File: config.mk
export PLATFORM = sky130hd
export DESIGN_NAME = tree_accumulator
export DESIGN_NICKNAME = d
export VERILOG_FILES = /design/src/rtl/tree_accumulator.sv
export SDC_FILE = /design/constraint.sdc
export NUM_CORES = 1
export LEC_CHECK = 0
export CAP_MARGIN = 30
export CELL_PAD_IN_SITES_DETAIL_PLACEMENT = 0
export CELL_PAD_IN_SITES_GLOBAL_PLACEMENT = 1
export CORE_MARGIN = 2
export CORE_UTILIZATION = 43
export DETAILED_ROUTE_END_ITERATION = 7
export PLACE_DENSITY_LB_ADDON = 0.08
export RECOVER_POWER = 100
export SKIP_CTS_REPAIR_TIMING = 1
export SLEW_MARGIN = 20
export SYNTH_ARGS = -nofsm -noshare
export SYNTH_HDL_FRONTEND = slang
export SYNTH_SLANG_ARGS = --single-unit
File: constraint.sdc
create_clock -name clk -period 4.8 [get_ports clk]
set_input_delay 1.2 -clock clk [delete_from_list [all_inputs] [get_ports clk]]
set_output_delay 1.2 -clock clk [all_outputs]
set_load 0.1 [all_outputs]
File: src/rtl/tree_accumulator.sv
// Accumulates adder-tree tile sums into a dot product, then rounds/saturates to IL.FL
// behind a valid/ready output. Define TREE_ACC_ROUND_EN for round-half-up; default truncates.
module tree_accumulator #(
  parameter int IL    = 8,
  parameter int FL    = 12,
  parameter int GUARD = 6
) (
  input  logic                       clk,
  input  logic                       reset,
  input  logic                       in_valid,
  output logic                       in_ready,
  input  logic [4+2*(IL+FL)-1:0]     in_data,
  input  logic                       in_last,
  output logic                       out_valid,
  input  logic                       out_ready,
  output logic [IL+FL-1:0]           out_data,
  output logic                       out_sat,
  output logic                       out_ovf
);

  localparam int IW = 4 + 2*(IL+FL);
  localparam int AW = IW + GUARD;
  localparam int OW = IL + FL;
  localparam int CW = GUARD + 1;

  localparam logic [CW-1:0]      CNT_MAX = {1'b1, {GUARD{1'b0}}};
  localparam logic signed [AW:0] MAXV    = {{(AW+2-OW){1'b0}}, {(OW-1){1'b1}}};
  localparam logic signed [AW:0] MINV    = {{(AW+2-OW){1'b1}}, {(OW-1){1'b0}}};

  typedef enum logic {ACCUM, FINAL} state_t;

  state_t                state_reg, state_next;
  logic signed [AW-1:0]  acc_reg;
  logic                  first_reg;
  logic [CW-1:0]         cnt_reg;
  logic                  ovf_reg;
  logic                  out_valid_reg;
  logic [OW-1:0]         out_data_reg;
  logic                  out_sat_reg;
  logic                  out_ovf_reg;

  logic                  accept;
  logic                  load;
  logic signed [AW-1:0]  in_ext;
  logic signed [AW:0]    acc_wide;
  logic signed [AW:0]    rnd_sum;
  logic signed [AW:0]    shifted;
  logic [OW-1:0]         conv_data;
  logic                  conv_sat;

  // Sign-extend the tree sum into the guard bits.
  assign in_ext[IW-1:0] = in_data;
  generate
    for (genvar gi = IW; gi < AW; gi++) begin : g_sext
      assign in_ext[gi] = in_data[IW-1];
    end
  endgenerate

  assign acc_wide = {acc_reg[AW-1], acc_reg};

`ifdef TREE_ACC_ROUND_EN
  localparam logic signed [AW:0] HALF = {{(AW+1-FL){1'b0}}, 1'b1, {(FL-1){1'b0}}};
  assign rnd_sum = acc_wide + HALF;
`else
  assign rnd_sum = acc_wide;
`endif

  assign shifted = rnd_sum >>> FL;

  always_comb begin
    conv_data = shifted[OW-1:0];
    conv_sat  = 1'b0;
    if (shifted > MAXV) begin
      conv_data = MAXV[OW-1:0];
      conv_sat  = 1'b1;
    end else if (shifted < MINV) begin
      conv_data = MINV[OW-1:0];
      conv_sat  = 1'b1;
    end
  end

  always_comb begin
    state_next = state_reg;
    in_ready   = (state_reg == ACCUM);
    accept     = in_valid && (state_reg == ACCUM);
    load       = (state_reg == FINAL) && (!out_valid_reg || out_ready);
    case (state_reg)
      ACCUM:   if (accept && in_last) state_next = FINAL;
      FINAL:   if (load)              state_next = ACCUM;
      default: state_next = ACCUM;
    endcase
  end

  always_ff @(posedge clk or negedge reset) begin
    if (!reset) begin
      state_reg     <= ACCUM;
      acc_reg       <= '0;
      first_reg     <= 1'b1;
      cnt_reg       <= '0;
      ovf_reg       <= 1'b0;
      out_valid_reg <= 1'b0;
      out_data_reg  <= '0;
      out_sat_reg   <= 1'b0;
      out_ovf_reg   <= 1'b0;
    end else begin
      state_reg <= state_next;
      if (accept) begin
        acc_reg   <= (first_reg ? '0 : acc_reg) + in_ext;
        first_reg <= 1'b0;
        if (cnt_reg == CNT_MAX) ovf_reg <= 1'b1;
        else                    cnt_reg <= cnt_reg + 1'b1;
      end
      // A load and a consume in the same cycle keep out_valid high with new data.
      if (load) begin
        first_reg     <= 1'b1;
        cnt_reg       <= '0;
        ovf_reg       <= 1'b0;
        out_valid_reg <= 1'b1;
        out_data_reg  <= conv_data;
        out_sat_reg   <= conv_sat;
        out_ovf_reg   <= ovf_reg;
      end else if (out_ready) begin
        out_valid_reg <= 1'b0;
      end
    end
  end

  assign out_valid = out_valid_reg;
  assign out_data  = out_data_reg;
  assign out_sat   = out_sat_reg;
  assign out_ovf   = out_ovf_reg;

endmodule
== Yosys cells after proc, flatten, opt, wreduce, memory -nomap -nowiden ==
Cells that the tools add are included.
Word-level totals
  register bits: 83
  input bits: 49
  output and inout port bits: 24
  word-level logic and storage cells: 44
Cells by class
  add/subtract/negate cells: 2
  magnitude comparators: 2
  eq/ne operators: 2
  mux-type cells: 18
  bitwise logic cells: 1
  reduce and logical (&&, ||, !) cells: 10
Operators with widths (number)
  $add A50 B50 Y50: 1
  $mux W50: 1
  $mux W20: 2
  $gt A38 B20 Y1 const B: 1
  $lt A38 B20 Y1 const B: 1
  $mux W7: 3
  $mux W1: 11
  $add A7 B1 Y7 const B: 1
  $eq A7 B7 Y1 const B: 1
  $reduce_bool A2 Y1: 3
  $reduce_and A2 Y1: 2
  $logic_and A1 B1 Y1: 3
  $ne A2 B2 Y1 const B: 1
  $pmux W1 S2: 1
  $logic_not A1 Y1: 1
  $logic_or A1 B1 Y1: 1
  $not A1 Y1: 1

== Logic depth before layout (Yosys ltp) ==
Gate-level depths: netlist (run 1).
  depth in word-level cells: 5
  depth in mapped cells: 14
  mapped depth without buffers: 13

== Least setup slack after synthesis (run 1) ==
No wires, ideal clock.
  kind: input -> register
  start point: input in_data[0]
  end point: register acc_reg[46]
  setup time: 76 ps
  data arrival time: 3481 ps
  data required time: 4724 ps
  setup slack: 1243 ps
  stages: 12
  path buffers: 0
  cells stage by stage: ha_1 inv_1 fa_1 nor2b_1 o311ai_1 a211o_1 a2111oi_4 o2111ai_2 a31oi_4 a31oi_1 xor2_1 o21ai_1
Between the ends
  cells in the longest elaborated chain, start to end: 1
Ends and longest elaborated chain
  from (decl): RTL line 12  | input logic [4+2*(IL+FL)-1:0] in_data,
  $add A50 B50 Y50: RTL line 108  | acc_reg <= (first_reg ? '0 : acc_reg) + in_ext;
  to (signal assigned): RTL line 108
  to (decl): RTL line 33  | logic signed [AW-1:0] acc_reg;
Every way passes these cells.
A chain may end at the register's enable or synchronous reset.

== Worst setup path in the final report (run 1) ==
  start point: input in_data[2]
  end point: register acc_reg[49]
Same word-level chain as after synthesis.

==> results.ini, run 1 <==
[global_routing]
grt_start_max_net_pins = 51
track_usage_pct = 23.2
grt-ovfl-total = 0
grt_pass1_vias = 5808
antenna_found_initial = 0
grt_pass1_wl_mm = 30.0

[placed_design]
dp_hpwl_mm = 13.5
io_buffers = 72
place.gp.congestion = 0.899

[sta]
max-slew-margin-rel_pct = -91.6
tns_ns = 0
post-route-min-period_ns = 4.25
min_period_over_period_pct = 88.6
rsz0062_at_grt = false
tightest_slew_ns = 2.87
finalSetupViolCount = 0
finalMaxSlewViolations = 51
worst_clock_skew_ns = 0.00925
finalHoldViolations = 0
max_freq_ghz = 0.235

[floorplan]
start_util_pct = 43.9
die_w_um = 126
rows = 44
fp.dieH_um = 126
coreArea_mm2 = 0.0145
die-area_mm2 = 0.0158
pin_count = 73

[setup_path]
cp_max_fo = 6
endpoint_kind = flop
rr_endpoint = acc_reg[49]
required_ns = 5.04
reg2regPathDepth = 13
worstSetupStartpointType = input pin
r2r_slack_ns = 0.76
r2r_start = first_reg
criticalPathCategory = input pin to flop
cp.arrival_ns = 4.50

[synthesis]
synth_nets = 862
synth_cell_types = 57
syn_area_mm2 = 0.00638
ys.flop_type = dfrtp_1
post-synth-top-count-cell = nand2_1
synthArstFlopShare_pct = 100
yosysTopAreaCell = dfrtp_1
synth_area_leaders = dfrtp_1, ha_1, nand2_1
syn-instance-count = 761
synth-edff-count = 0
synth_top_area_share_pct = 32.1
yosys-top-cells-count = nand2_1, dfrtp_1, o21ai_0
seq_area_frac_synth_pct = 32.5
synth_area_per_cell_um2 = 8.39
ys_warn_count = 0
ys_ff_latch = 83

[worst_hold_path]
worstHoldEndpoint = acc_reg[0]
min_from = acc_reg[0]
hp-class = flop to flop
hold_depth = 2

[route]
drt_iter0_drc = 404
vias_per_cell = 5.76
drcViolationCount = 0
antenna_left = 0
wirelength_mm = 17.8
wl_per_cell_um = 17.9
drt_first_pass_iters = 4
vias = 5736

[run_status]
status = finished with violations
violations = max-capacitance violations, max-slew violations

[cts]
htreeDepth = 3
path_clk_slew_ns = 0.07
cts_made_buffers = 9
cts_root_buffer = clkbuf_16
clock-sinks = 83
clk_path_buf_depth = 2
tritoncts = done
worstSkewPairLatency_ns = 0.36

[final_layout]
synthToLayoutAreaGrowth_pct = 17.5
drive_above_1_share_pct = 3.70
largest_reg_flops = 50
n_antenna_cell = 0
nets = 907

[pwr]
p_leak_nw = 3.35
peakVddDrop_v = 0.000461
p_per_area_mw_per_mm2 = 736
p_total_w = 0.00552

[run]
drv_cap = 1

[area by class of cell]
| class | instances | area, um^2 |
|---|---|---|
| clock inverters | 7 | 105 |
| multi-input cells | 615 | 4020 |
| fillers | 1412 | 7030 |
| flip-flops and latches | 83 | 2080 |
| repair buffers | 82 | 788 |
| well taps | 184 | 230 |
| inverters | 15 | 56.3 |
| clock buffers | 9 | 225 |
[metal layers]
metal  vias up  wire length (um)  global-route usage, %
li1       2834                 -                      -
met1      2756              8680                   33.0
met2       125              8240                   37.0
met3        21               613                   3.70
met4         0               263                   6.01
met5         -                 0                      0
[cell families (layout without fill, tap and decap cells)]
kind of cell    count (synthesis)  count (layout)  synth area share (%)
flops                          83              83                  32.5
simple gates                  267             267                  20.4
xor+xnor                       51              51                  7.00
buf+inv                        63             113                  3.80
fa+ha+maj                      52              52                  10.3
compound gates                245             245                  25.9
[how the worst max path moves through the flow]
| stage | start | endpoint | slack [ns] | cells after the start |
|---|---|---|---|---|
| after global routing | reset | acc_reg[32] | 0.30 | 2 |
| after detailed placement | in_data[0] | acc_reg[42] | 0.45 | 13 |
| after global placement | in_data[0] | acc_reg[46] | 0.46 | 13 |
| final | in_data[2] | acc_reg[49] | 0.55 | 11 |
| after floorplan | in_data[0] | acc_reg[46] | 1.24 | 12 |
| after CTS | in_data[0] | acc_reg[42] | 0.81 | 13 |
[critical path, cell delays in order]
cell and delay, ns:
dlygate4sd3_1 0.54, ha_1 0.35, a21o_1 0.22, o32a_1 0.44, a211oi_1 0.40, a21oi_1 0.17, o21ai_0 0.34, a211oi_1 0.17
o31a_1 0.32, o32ai_1 0.27, nor2b_1 0.07
[metrics by stage]
step	hold slack [ns]	cells	instance area (um^2)	setup slack, ns	utilization [%]
after floorplan	0.438	761	6380	1.24	-
after global placement	0.450	978	7220	0.465	49.7
after detailed placement	0.454	979	7240	0.447	49.8
after CTS	0.471	995	7570	0.814	52.1
after global routing	0.502	995	7500	0.298	51.6
final	0.474	995	7500	0.546	51.6
[power breakdown]
| group | switching, W | total, W | internal (W) |
|---|---|---|---|
| clock | 0.000334 | 0.000801 | 0.000467 |
| combinational | 0.00223 | 0.00340 | 0.00117 |
| sequential | 0.000291 | 0.00132 | 0.00103 |
[placed cells by master, fill, tap and decap left out, drive strengths merged, types with 2 or more instances in the layout]
cell | netlist | layout
a31oi | 10 | 10
a2111oi | 2 | 2
and3 | 7 | 7
a221oi | 2 | 2
a221o | 20 | 20
a21oi | 52 | 52
a211o | 2 | 2
xnor2 | 24 | 24
nor3 | 4 | 4
nor2b | 51 | 51
ha | 51 | 51
nor4 | 6 | 6
o2111ai | 2 | 2
dfrtp | 82 | 82
o21bai | 8 | 8
clkdlybuf4s50 | 0 | 42
buf | 5 | 6
a41oi | 4 | 4
xor2 | 27 | 27
nor2 | 42 | 42
o21ai | 84 | 84
nand2 | 102 | 102
o211ai | 3 | 3
o21a | 5 | 5
a211oi | 5 | 5
and4 | 4 | 4
nand3 | 12 | 12
or3 | 3 | 3
clkbuf | 43 | 14
and2 | 9 | 9
nand4 | 21 | 21
a21boi | 2 | 2
dlygate4sd3 | 0 | 29
bufinv | 0 | 2
nand2b | 3 | 3
inv | 15 | 19
a21o | 33 | 33
Power figures use the tool's default switching activity.
==> run 2, diff against run 1 <==
GPL_ROUTABILITY_DRIVEN = 0   (was unset)
==> results of run 2 <==
Same layout as run 1: the final DEF is identical, and so are final timing and power.
==> RTL edit 1 (flow settings as in run 2) <==
The option `TREE_ACC_ROUND_EN` is turned on by a define.
--- a/src/rtl/tree_accumulator.sv
+++ b/src/rtl/tree_accumulator.sv
@@ -1,5 +1,7 @@
 // Accumulates adder-tree tile sums into a dot product, then rounds/saturates to IL.FL
 // behind a valid/ready output. Define TREE_ACC_ROUND_EN for round-half-up; default truncates.
+`define TREE_ACC_ROUND_EN
+
 module tree_accumulator #(
   parameter int IL    = 8,
   parameter int FL    = 12,
Function: changed (Yosys sat finds a counterexample within 4 cycles, from zero or initial values and one cycle with reset low).
==> RTL edit 1 against run 2 <==
The run still ends with max-capacitance violations, max-slew violations left; die area up 11%; sequential cell count unchanged; clock power down 12%; worst setup slack worse by 0.18 ns; final area up 9.8%; via count up 14%; register-to-register slack worse by 0.02 ns; routed wire length up 7.7%; area after synthesis up 11%; clock skew up 0.0014 ns; total power down 0.52%; critical path type unchanged; critical endpoint is now acc_reg[46]; largest cell class unchanged.
==> RTL edit 1: results (changes against run 2) <==
Run status
The flow ran to the end, but the final reports show violations. The final reports fail on max-capacitance violations, max-slew violations.

Routing
The total met2 wirelength after detailed routing came to 8484 um (+2.9%). The met1 routed wirelength after detailed routing is 9731 um (+12%). The number of iterations in the first detailed-routing pass was 5 (+1). The total met3 wirelength after detailed routing is 684 um (+12%). The mean number of vias per cell is 5.520 (-4.2%). The routed wire length per instance is 16.19 um (-9.5%).

The total number of vias came to 6536 (+14%).

Synthesis
After synthesis, the most frequently instantiated cells are sky130_fd_sc_hd__nand2_1, sky130_fd_sc_hd__dfrtp_1, sky130_fd_sc_hd__o21ai_0, sky130_fd_sc_hd__a21oi_1, sky130_fd_sc_hd__nor2_1. The share of synthesized cell area in full adder, half adder and majority cells is 9.427% (-0.88 points). The number of instances in the synthesized netlist was 910 (+20%).

Sorting the synthesized cells by area gives the leading types as sky130_fd_sc_hd__dfrtp_1, sky130_fd_sc_hd__ha_1, sky130_fd_sc_hd__nand2_1. The share of the yosys chip area belonging to registers is 29.21% (-3.3 points). The net count of the mapped netlist came to 1012 (+17%). The share of the synthesized area in compound gates (AO/OA/AOI/OAI) was 21.47% (-4.4 points). The multiplexer fraction of the synthesized cell area is 0.4573% (+0.46 points).

The proportion of netlist area held by the largest area contributor is 28.84% (-3.3 points). The synthesized-area fraction occupied by xor and xnor cells is 9.233% (+2.2 points). The post-synthesis cell type count is 64 (+12%).

Layout
The post-layout net count is 1061 (+17%). The layout filler cell count is 1631 (+16%). The ratio of cells with drive above 1 in the final layout is 4.046% (+0.35 points).

Pwr
The combinational share of power is 61.4% (-0.2 points). The leakage component of the power is 3.556 nW (+6.1%). The power drawn by the sequential cells was 1.42 mW (+8%). The sequential power share came to 25.8% (+1.9 points).

The switching portion of total power came to 52.76% (+1.2 points).

Placement
The half-perimeter wire length after placement was 14710 um (+9.0%). The cell total after placement is 1168 (+19%). The post-placement cell area came to 7989 sq um (+10%).

Global route
The met3 global-route usage is 2.912% (-0.78 points). The global routing usage on met1 is 31.99% (-1.0 points). The maximum number of pins on one net before global-route repair came to 55 (+7.8%). The total global-route track usage came to 22.30% (-0.89 points).

STA
The relative slew slack was -98.50% (-6.9 points). The count of final max-slew check failures was 105 (+110%).

Setup path
The largest stage delay on the critical path came to 0.59 ns (+0.05 ns).

Run
The count of maximum capacitance violations is 3 (+2).
-- RTL edit 1: changes by cell type after synthesis, sizes merged, moves of 15 or more --
cell,before,now
nand2,102,138
nand3,12,27
nor2,42,69
xnor2,24,48
a221o,20,1
a21oi,52,79
-- RTL edit 1: path summary, 6_finish.rpt --
check,endpoint,from,slack [ns],cells past startpoint
max,acc_reg[46],in_data[1],0.37,12
min,acc_reg[0],acc_reg[0],0.47,2
max reg2reg,acc_reg[46],first_reg,0.74,13
min reg2reg,acc_reg[0],acc_reg[0],0.47,2
max in group asynchronous,acc_reg[23],reset,0.91,2
min in group asynchronous,out_data[2],reset,1.81,1
-- RTL edit 1: layout make-up --
| class | instances | area share (%) |
|---|---|---|
| clock buffer | 9 | 2.734 |
| clock inverter | 7 | 0.8051 |
| inverter | 21 | 0.9570 |
| sequential | 83 | 25.23 |
| multi-input combinational | 762 | 57.54 |
| tap | 220 | 3.342 |
| timing repair buffer | 82 | 9.388 |
==> RTL edit 2 (settings of run 2) <==
Made on the original files. Reset style: synchronous (`reset`), changed in one clocked block.
--- a/src/rtl/tree_accumulator.sv
+++ b/src/rtl/tree_accumulator.sv
@@ -91,7 +91,7 @@
     endcase
   end
 
-  always_ff @(posedge clk or negedge reset) begin
+  always_ff @(posedge clk) begin
     if (!reset) begin
       state_reg     <= ACCUM;
       acc_reg       <= '0;
Formal check against the unedited RTL: differs if reset is asserted again (counterexample within 4 cycles, from zero or initial values and one cycle with reset low); with reset held inactive, the same outputs for 4 cycles.
==> RTL edit 2 against run 2 <==
The flow still finishes with violations (max-capacitance violations, max-slew violations); count of clock-buffer cells in the layout rose by 1; final area fell by 1.7%; worst hold slack got worse by 0.013 ns; sequential cell count did not move; clock skew barely moved; non-clock buffer count fell by 2; final cell count rose by 5.5%; worst setup slack improved by 0.012 ns; via count rose by 0.21%; routed wire length fell by 7.8%; area after synthesis fell by 0.73%; critical endpoint is now acc_reg[20].
Power is not compared: it rests on default switching activity, and its combinational part moved more than twofold at a synthesized area within 25%.
==> RTL edit 2: results (changes against run 2) <==
Run status
The flow ran to the end, but the final reports show violations. The checks that failed: max-capacitance violations, max-slew violations.

STA
The clock skew after layout is 0.008872 ns (-0.0003737 ns). The relative slew slack is -12.58% (+79 points). The count of final max-slew check failures came to 43 (-16%).

Routing
The total number of vias was 5748 (+0.21%). The number of violations reported at the end of detailed-routing iteration 0 came to 360 (-11%). The number of iterations in the first detailed-routing pass is 5 (+1). The met1 routed wirelength after detailed routing is 8543 um (-1.6%). The routed wire length was 16420 um (-7.8%).

Layout
The layout filler cell count is 1443 (+2.2%). The ratio of cells with drive above 1 in the final layout is 5.312% (+1.6 points).

Synthesis
Sorting the synthesized cells by how often they occur yields sky130_fd_sc_hd__nand2_1, sky130_fd_sc_hd__dfxtp_1, sky130_fd_sc_hd__o21ai_0, sky130_fd_sc_hd__a21oi_1, sky130_fd_sc_hd__nor2b_1. The share of the yosys chip area belonging to registers came to 26.21% (-6.3 points). The multiplexer fraction of the synthesized cell area came to 0.8883% (+0.89 points).

The net count of the mapped netlist was 912 (+5.8%). The post-synthesis cell type count is 81 (+42%). By area the synthesized netlist is led by sky130_fd_sc_hd__dfxtp_1, sky130_fd_sc_hd__ha_1, sky130_fd_sc_hd__o21ai_0. The share of synthesized flip-flops with an asynchronous set or reset is 0% (-100 points).

The share of the synthesized area in compound gates (AO/OA/AOI/OAI) is 24.77% (-1.1 points). The synthesized-area fraction occupied by xor and xnor cells is 6.356% (-0.64 points). The most common flop cell mapped by yosys is sky130_fd_sc_hd__dfxtp_1.

Setup path
The maximum fanout along the worst path is 3 (-3). The most numerous cell type found on the critical path is sky130_fd_sc_hd__o21ai_0. The data arrival time of the worst path came to 4.46 ns (-0.04 ns).

Global route
The met2 routing resource usage after global routing is 32.67% (-4.3 points). The total global-route track usage is 21.39% (-1.8 points). The maximum number of pins on one net before global-route repair was 49 (-3.9%). The global routing usage on met1 is 30.83% (-2.2 points). The global-route wire length before repair is 27760 um (-7.6%).

The met3 global-route usage is 4.621% (+0.93 points).

Run
The count of maximum capacitance violations came to 1 (unchanged).

Placement
The post-placement cell area was 7119 sq um (-1.6%).
## RTL edit 2: changes by cell type after synthesis, moves of 11 or more
cell,change
sky130_fd_sc_hd__a21oi_1,+15
sky130_fd_sc_hd__a221o_1,-20
sky130_fd_sc_hd__and2_1,+22
sky130_fd_sc_hd__dfrtp_1,-82
sky130_fd_sc_hd__dfxtp_1,+83
sky130_fd_sc_hd__nand2_1,-17
sky130_fd_sc_hd__nor2_1,+11
## RTL edit 2: final timing paths
| kind | from | to | slack (ns) | cells after the start |
|---|---|---|---|---|
| max | in_data[0] | acc_reg[20] | 0.56 | 14 |
| min | acc_reg[2] | acc_reg[2] | 0.46 | 2 |
| max reg2reg | first_reg | acc_reg[20] | 1.07 | 15 |
| min reg2reg | acc_reg[2] | acc_reg[2] | 0.46 | 2 |
## RTL edit 2: layout make-up
cell class,count,area [sq um],share of cell area [%]
Tap cell,184,230.2,3.122
Inverter,15,56.30,0.7635
Clock inverter,6,42.54,0.5769
Multi-Input combinational cell,672,4372,59.28
Sequential cell,83,1662,22.53
Clock buffer,10,229.0,3.105
Timing Repair Buffer,80,783.3,10.62
## RTL edit 2: stage by stage
step	power [mW]	setup WS [ns]	hold slack, ns	std cells
6_report	1.985	0.5578	0.4609	1050
5_1_grt	2.101	0.3212	0.4970	1050
4_1_cts	2.010	0.7936	0.4605	1049
3_5_place_dp	1.349	0.4265	0.4521	1033
3_3_place_gp	1.344	0.5244	0.4506	1033
2_1_floorplan	1.201	1.245	0.4364	811
## RTL edit 2: report_power, final
| part | internal (mW) | total (mW) | switching [mW] |
|---|---|---|---|
| sequential | 0.742 | 0.781 | 0.0390 |
| combinational | 0.199 | 0.548 | 0.349 |
| clock | 0.351 | 0.657 | 0.306 |
